$ cat config.mk
export PLATFORM = sky130hd
export DESIGN_NAME = uart_rx_parity_flat
export DESIGN_NICKNAME = d
export VERILOG_FILES = /design/src/rtl/uart_rx_parity_if.sv /design/src/rtl/uart_rx_parity.sv /design/src/flat_wrapper.sv
export SDC_FILE = /design/constraint.sdc
export NUM_CORES = 1
export LEC_CHECK = 0
export CORE_ASPECT_RATIO = 0.6
export CORE_MARGIN = 2
export CORE_UTILIZATION = 50
export DETAILED_ROUTE_END_ITERATION = 16
export HOLD_SLACK_MARGIN = 0.1
export PLACE_DENSITY = 0.7
export REMOVE_ABC_BUFFERS = 1
export SYNTH_ARGS = -nofsm -noshare
export SYNTH_HDL_FRONTEND = slang
export SYNTH_SLANG_ARGS = --single-unit
$ cat constraint.sdc
create_clock -name i_clk -period 4.85 [get_ports i_clk]
set_clock_uncertainty 0.1 [all_clocks]
set_input_delay 0.97 -clock i_clk [delete_from_list [all_inputs] [get_ports i_clk]]
set_output_delay 0.97 -clock i_clk [all_outputs]
set_load 0.05 [all_outputs]
$ cat src/rtl/uart_rx_parity_if.sv
// uart_rx_parity_if: serial input and received-byte outputs of the parity UART receiver.
interface uart_rx_parity_if;
  logic       i_Rx_Serial;
  logic       o_Rx_Dv;
  logic [7:0] o_Rx_Byte;
  logic       o_Parity_Err;
  logic       o_Frame_Err;
  logic       o_Rx_Active;
  modport master (
    input  i_Rx_Serial,
    output o_Rx_Dv, o_Rx_Byte, o_Parity_Err, o_Frame_Err, o_Rx_Active
  );
  modport slave (
    output i_Rx_Serial,
    input  o_Rx_Dv, o_Rx_Byte, o_Parity_Err, o_Frame_Err, o_Rx_Active
  );
endinterface

$ cat src/rtl/uart_rx_parity.sv
// uart_rx_parity: 8E1 UART receiver, mid-bit sampling, even-parity and framing error reporting.
module uart_rx_parity #(
  parameter int CLK_CY_PER_BIT = 87
) (
  input logic               i_clk,
  input logic               i_rst_n,
  uart_rx_parity_if.master  rx
);
  localparam int CW = $clog2(CLK_CY_PER_BIT);
  localparam logic [CW-1:0] FULL = CW'(CLK_CY_PER_BIT - 1);
  localparam logic [CW-1:0] HALF = CW'((CLK_CY_PER_BIT - 1) / 2);
  typedef enum logic [2:0] {S_IDLE, S_START, S_DATA, S_PARITY, S_STOP, S_CLEANUP, S_BREAK} state_t;
  state_t        state_q, state_d;
  logic [CW-1:0] cnt_q, cnt_d;
  logic [2:0]    idx_q, idx_d;
  logic [7:0]    data_q, data_d, byte_q, byte_d;
  logic          par_q, par_d, perr_q, perr_d, dv_q, dv_d, ferr_q, ferr_d, act_q, act_d;
  logic          meta_q, rx_s_q;
  always_ff @(posedge i_clk or negedge i_rst_n) begin
    if (!i_rst_n) begin
      meta_q  <= 1'b1;
      rx_s_q  <= 1'b1;
      state_q <= S_IDLE;
      cnt_q   <= '0;
      idx_q   <= '0;
      data_q  <= '0;
      par_q   <= 1'b0;
      byte_q  <= '0;
      perr_q  <= 1'b0;
      dv_q    <= 1'b0;
      ferr_q  <= 1'b0;
      act_q   <= 1'b0;
    end else begin
      meta_q  <= rx.i_Rx_Serial;
      rx_s_q  <= meta_q;
      state_q <= state_d;
      cnt_q   <= cnt_d;
      idx_q   <= idx_d;
      data_q  <= data_d;
      par_q   <= par_d;
      byte_q  <= byte_d;
      perr_q  <= perr_d;
      dv_q    <= dv_d;
      ferr_q  <= ferr_d;
      act_q   <= act_d;
    end
  end
  // Strobes and the byte are registered on the transition into CLEANUP/BREAK so they line up with that state.
  always_comb begin
    state_d = state_q;
    cnt_d   = cnt_q;
    idx_d   = idx_q;
    data_d  = data_q;
    par_d   = par_q;
    byte_d  = byte_q;
    perr_d  = perr_q;
    act_d   = act_q;
    dv_d    = 1'b0;
    ferr_d  = 1'b0;
    case (state_q)
      S_IDLE: begin
        cnt_d = '0;
        idx_d = '0;
        if (!rx_s_q) begin
          state_d = S_START;
          act_d   = 1'b1;
        end
      end
      S_START: begin
        cnt_d = (cnt_q == HALF) ? '0 : cnt_q + 1'b1;
        if (cnt_q == HALF) begin
          state_d = rx_s_q ? S_IDLE : S_DATA;
          act_d   = !rx_s_q;
        end
      end
      S_DATA: begin
        cnt_d = (cnt_q == FULL) ? '0 : cnt_q + 1'b1;
        if (cnt_q == FULL) begin
          data_d[idx_q] = rx_s_q;
          idx_d         = idx_q + 3'd1;
          state_d       = (idx_q == 3'd7) ? S_PARITY : S_DATA;
        end
      end
      S_PARITY: begin
        cnt_d = (cnt_q == FULL) ? '0 : cnt_q + 1'b1;
        if (cnt_q == FULL) begin
          par_d   = rx_s_q;
          state_d = S_STOP;
        end
      end
      S_STOP: begin
        cnt_d = (cnt_q == FULL) ? '0 : cnt_q + 1'b1;
        if (cnt_q == FULL) begin
          act_d   = 1'b0;
          state_d = rx_s_q ? S_CLEANUP : S_BREAK;
          dv_d    = rx_s_q;
          ferr_d  = !rx_s_q;
          byte_d  = rx_s_q ? data_q : byte_q;
          perr_d  = rx_s_q ? (^data_q) ^ par_q : perr_q;
        end
      end
      S_CLEANUP: state_d = S_IDLE;
      S_BREAK:   state_d = rx_s_q ? S_IDLE : S_BREAK;
      default:   state_d = S_IDLE;
    endcase
  end
  assign rx.o_Rx_Dv      = dv_q;
  assign rx.o_Rx_Byte    = byte_q;
  assign rx.o_Parity_Err = perr_q;
  assign rx.o_Frame_Err  = ferr_q;
  assign rx.o_Rx_Active  = act_q;
endmodule
$ cat src/flat_wrapper.sv
// flat-port wrapper written by rule: the top's interface ports become plain ports
module uart_rx_parity_flat 
#(
  parameter int CLK_CY_PER_BIT = 87
)
  (i_clk, i_rst_n, rx_i_Rx_Serial, rx_o_Rx_Dv, rx_o_Rx_Byte, rx_o_Parity_Err, rx_o_Frame_Err, rx_o_Rx_Active);
  uart_rx_parity_if rx_i ();
  input logic i_clk;
  input logic i_rst_n;
  input wire logic [$bits(rx_i.i_Rx_Serial)-1:0] rx_i_Rx_Serial;
  output wire logic [$bits(rx_i.o_Rx_Dv)-1:0] rx_o_Rx_Dv;
  output wire logic [$bits(rx_i.o_Rx_Byte)-1:0] rx_o_Rx_Byte;
  output wire logic [$bits(rx_i.o_Parity_Err)-1:0] rx_o_Parity_Err;
  output wire logic [$bits(rx_i.o_Frame_Err)-1:0] rx_o_Frame_Err;
  output wire logic [$bits(rx_i.o_Rx_Active)-1:0] rx_o_Rx_Active;
  assign rx_i.i_Rx_Serial = rx_i_Rx_Serial;
  assign rx_o_Rx_Dv = rx_i.o_Rx_Dv;
  assign rx_o_Rx_Byte = rx_i.o_Rx_Byte;
  assign rx_o_Parity_Err = rx_i.o_Parity_Err;
  assign rx_o_Frame_Err = rx_i.o_Frame_Err;
  assign rx_o_Rx_Active = rx_i.o_Rx_Active;
  uart_rx_parity #(.CLK_CY_PER_BIT(CLK_CY_PER_BIT)) u_core (.i_clk(i_clk), .i_rst_n(i_rst_n), .rx(rx_i));
endmodule
==> implementation parameters <==
Parameter                              Value

Worst setup path
  Largest stage delay on the critical path    between 0.8 and 0.9 ns
  Critical path capture point type    output port
  Maximum fanout count along the critical path    5
  Setup CP Type    flop to output port
  List of cells traversed by the critical path    clkdlybuf4s50_1
  Critical-path cell with the highest stage delay    sky130_fd_sc_hd__clkdlybuf4s50_1
  Family of cells with the greatest summed delay on the critical path    buffers and inverters
  Required time at the endpoint of the critical path    about 3.8 ns
  Crit path buffers/inverters    1
  Signal arrival time at the worst endpoint    roughly 1.5 ns
  Worst setup SP type    flop

Synthesis
  Syn Inst Count    roughly 180
  Most used DFF post-synth    sky130_fd_sc_hd__dfrtp_1
  Average footprint of a synthesized cell    about 11 um2
  Share of the synthesized area in the top cell type    about 46%
  Largest cells by area after synthesis    sky130_fd_sc_hd__dfrtp_1 (46%), sky130_fd_sc_hd__mux2_2 (9.7%), sky130_fd_sc_hd__xor2_1 (3.3%)
  Top cell type by total area after synthesis    sky130_fd_sc_hd__dfrtp_1
  Number of flops mapped to enable cells by yosys    0
  Mapped cell area    around 1900 um2
  Sequential-to-total area share from yosys stat    48.5%
  Count of distinct cell types in the synthesized netlist    between 40 and 50
  Async set-or-reset flop fraction in the synthesized netlist    between 90% and 100%
  Yosys warns    0
  #FFs+latches synth    36

Floorplan
  Die Ht    51.3 um
  Overall die area    ~4200 um2
  # IOs    15
  Die width    82.8 um
  Initial cell density of the core    51.5%
  Count of standard-cell rows    17
  Core Area    about 3600 um2

GRT
  GRT overflow    0
  Number of antenna violations at the first check in global routing    0
  Maximum number of pins on one net before global-route repair    37
  Wire length of the first global-routing pass    6420 um
  Gr usage total    approximately a fifth
  Number of global-route vias before repair    1335

STA
  Hold violation total from the final report    0
  Total negative setup slack    0 ns
  Max-slew violation count    0
  Setup-failing EPs final    0
  RSZ-0062 raised after global routing    false
  Final cycle utilization of the critical path    a little over half
  Final setup margin    2.27 ns
  Tightest hold margin    approximately 0.26 ns
  Max-slew headroom    between 30% and 40%
  Minimum clock period after layout    between 2 and 3 ns
  Worst-Margin Slew    about 0.94 ns
  Maximum clock frequency    about 390 MHz

Pwr
  Share of power burned in the clock network    approximately 34%
  Sequential fraction of design power    55.9%
  Lkg Pwr    0.953 nW
  Pwr per Cell Area    276 nW/um2
  Proportion of power drawn by combinational gates    9.8%
  Cell Int Power    between 0.0004 and 0.0005 W
  Power spent charging and discharging nets    between 0.00015 and 0.0002 W
  Fraction of power spent switching nets    a little over a quarter
  Worst IR drop on VDD    approximately 0.16 mV

Clock network
  CTS H-Tree Depth    2
  Clock buffer depth    2
  Quantity of hold-fixing buffers added after cts    0
  Total clock buffers created by CTS    5
  Clock transition at the registers of the reported paths    ~0.070 ns
  Root Buffer    sky130_fd_sc_hd__clkbuf_8
  Clock Sink Count    36
  Clock tree from TritonCTS    yes
  Clock latency on the worst-skew pair    between 0.2 and 0.3 ns
  Post-CTS Setup Inserts    0
  Post-cts resize count    0

Routing
  Highest metal layer with signal wires    met4
  Post-detailed-routing wire length    roughly 3600 um
  Drt initial violations    161
  Routed length on met3    ~190 um
  Antenna viol nets, final    0
  Overall via count from detail_route    approximately 1400
  Detail-routed net length per standard cell    around 15 um
  First-pass DRT Iterations    4
  Vias per Instance    approximately 5.8
  DRC violation count after routing    0
  Met2 wire length    about 1600 um
  Post-route met1 wirelength    between 1500 and 2000 um

Outcome
  Result of the run    finished, final reports clean

Job
  Maximum capacitance violations    0

Place
  Number of buffer cells added on primary ports    14
  GP Congestion    0.892
  Detailed placement HPWL    between 2000 and 2500 um
  Worst setup timing slack at the placement stage    approximately 2.6 ns

Finish
  Fraction of layout cells with a size suffix above 1    between 10% and 20%
  Post-layout net count    195
  Antenna fix cells    0
  Most frequent cells in the layout    sky130_fd_sc_hd__dfrtp_1 (34), sky130_fd_sc_hd__mux2_2 (16), sky130_fd_sc_hd__clkdlybuf4s50_1 (14)
  Most frequent standard cell in the layout excluding fill and tap cells    sky130_fd_sc_hd__dfrtp_1
  Post-layout utilization of the core    between 50 and 60%
  Area delta synth->final    13.0%
  Number of filler instances in the final layout    between 300 and 400

Min path
  Class of the worst hold path    flop to flop
power by group through the flow:
stage | clock network (W) | registers (W) | logic (W)
3_3_place_gp | 0 | 0.000330 | 0.0000551
6_report | 0.000199 | 0.000325 | 0.0000570
4_1_cts | 0.000204 | 0.000325 | 0.0000569
2_1_floorplan | 0 | 0.000329 | 0.0000363
3_5_place_dp | 0 | 0.000330 | 0.0000566
5_1_grt | 0.000216 | 0.000327 | 0.0000647
cell type report:
| class | instances | area [um2] | area share [%] |
|---|---|---|---|
| flip-flops and latches | 36 | 903 | 42.9 |
| multi-input cells | 124 | 892 | 42.4 |
| repair buffers | 15 | 148 | 7.02 |
| clock buffers | 6 | 72.6 | 3.45 |
| well taps | 47 | 58.8 | 2.79 |
| inverters | 6 | 25.0 | 1.19 |
| clock inverters | 1 | 5.00 | 0.238 |
Yosys cell counts (5+ instances only):
library cell / count
sky130_fd_sc_hd__nor4_1: 5
sky130_fd_sc_hd__nor2_1: 12
sky130_fd_sc_hd__clkbuf_1: 5
sky130_fd_sc_hd__nor3_1: 5
sky130_fd_sc_hd__nand2_1: 11
sky130_fd_sc_hd__a21oi_1: 8
sky130_fd_sc_hd__nand4_1: 5
sky130_fd_sc_hd__mux2_2: 16
sky130_fd_sc_hd__inv_1: 5
sky130_fd_sc_hd__dfrtp_1: 34
sky130_fd_sc_hd__xor2_1: 7
sky130_fd_sc_hd__o21ai_0: 7
cells by family (layout without fill, tap and decap cells):
| kind of cell | count (synthesis) | after routing | share of synthesized area, % |
|---|---|---|---|
| adder cells (fa/ha/maj) | 4 | 4 | 2.69 |
| AND/OR/NAND/NOR | 58 | 58 | 16.9 |
| AO/OA/AOI/OAI | 33 | 33 | 11.4 |
| multiplexers | 17 | 17 | 10.5 |
| XOR/XNOR | 12 | 12 | 6.38 |
| buffers and inverters | 15 | 28 | 3.56 |
| flip-flops | 36 | 36 | 48.5 |
layer usage:
layer / global-route usage, % / up-vias
met5: 0 / -
met4: 9.02 / 0
met3: 5.48 / 6
met2: 28.6 / 45
met1: 30.6 / 665
li1: - / 657
flip-flops by register name, indices dropped and copies added, names as in the netlist:
| register | flops |
|---|---|
| u_core.rx.o_Frame_Err | 1 |
| u_core.rx_s_q | 1 |
| u_core.rx.o_Rx_Active | 1 |
| u_core.rx.o_Rx_Byte | 8 |
| u_core.cnt_q | 7 |
| u_core.data_q | 8 |
| u_core.par_q | 1 |
| u_core.rx.o_Rx_Dv | 1 |
| u_core.state_q | 3 |
| u_core.rx.o_Parity_Err | 1 |
| u_core.meta_q | 1 |
| u_core.idx_q | 3 |
path summary, 6_finish.rpt:
path / startpoint / slack, ns / depth (start not counted) / end
min: u_core.meta_q$_DFF_PN1_ / 0.26 / 0 / u_core.rx_s_q$_DFF_PN1_
min in group asynchronous: i_rst_n / 1.00 / 2 / u_core.state_q[0]$_DFFE_PN0P_
max: u_core.rx.o_Rx_Active$_DFFE_PN0P_ / 2.27 / 1 / rx_o_Rx_Active
min reg2reg: u_core.meta_q$_DFF_PN1_ / 0.26 / 0 / u_core.rx_s_q$_DFF_PN1_
max in group asynchronous: i_rst_n / 3.30 / 2 / u_core.rx_s_q$_DFF_PN1_
max reg2reg: u_core.cnt_q[0]$_DFFE_PN0P_ / 2.59 / 5 / u_core.rx.o_Rx_Byte[4]$_DFFE_PN0P_
through the flow:
step | cells | power, W | instance area (um2)
2_1_floorplan | 166 | 0.000365 | 1820
3_3_place_gp | 228 | 0.000385 | 2030
3_5_place_dp | 228 | 0.000387 | 2030
4_1_cts | 235 | 0.000585 | 2100
5_1_grt | 235 | 0.000608 | 2100
6_report | 235 | 0.000581 | 2100
Note: power is estimated with default switching activity, not from simulation.
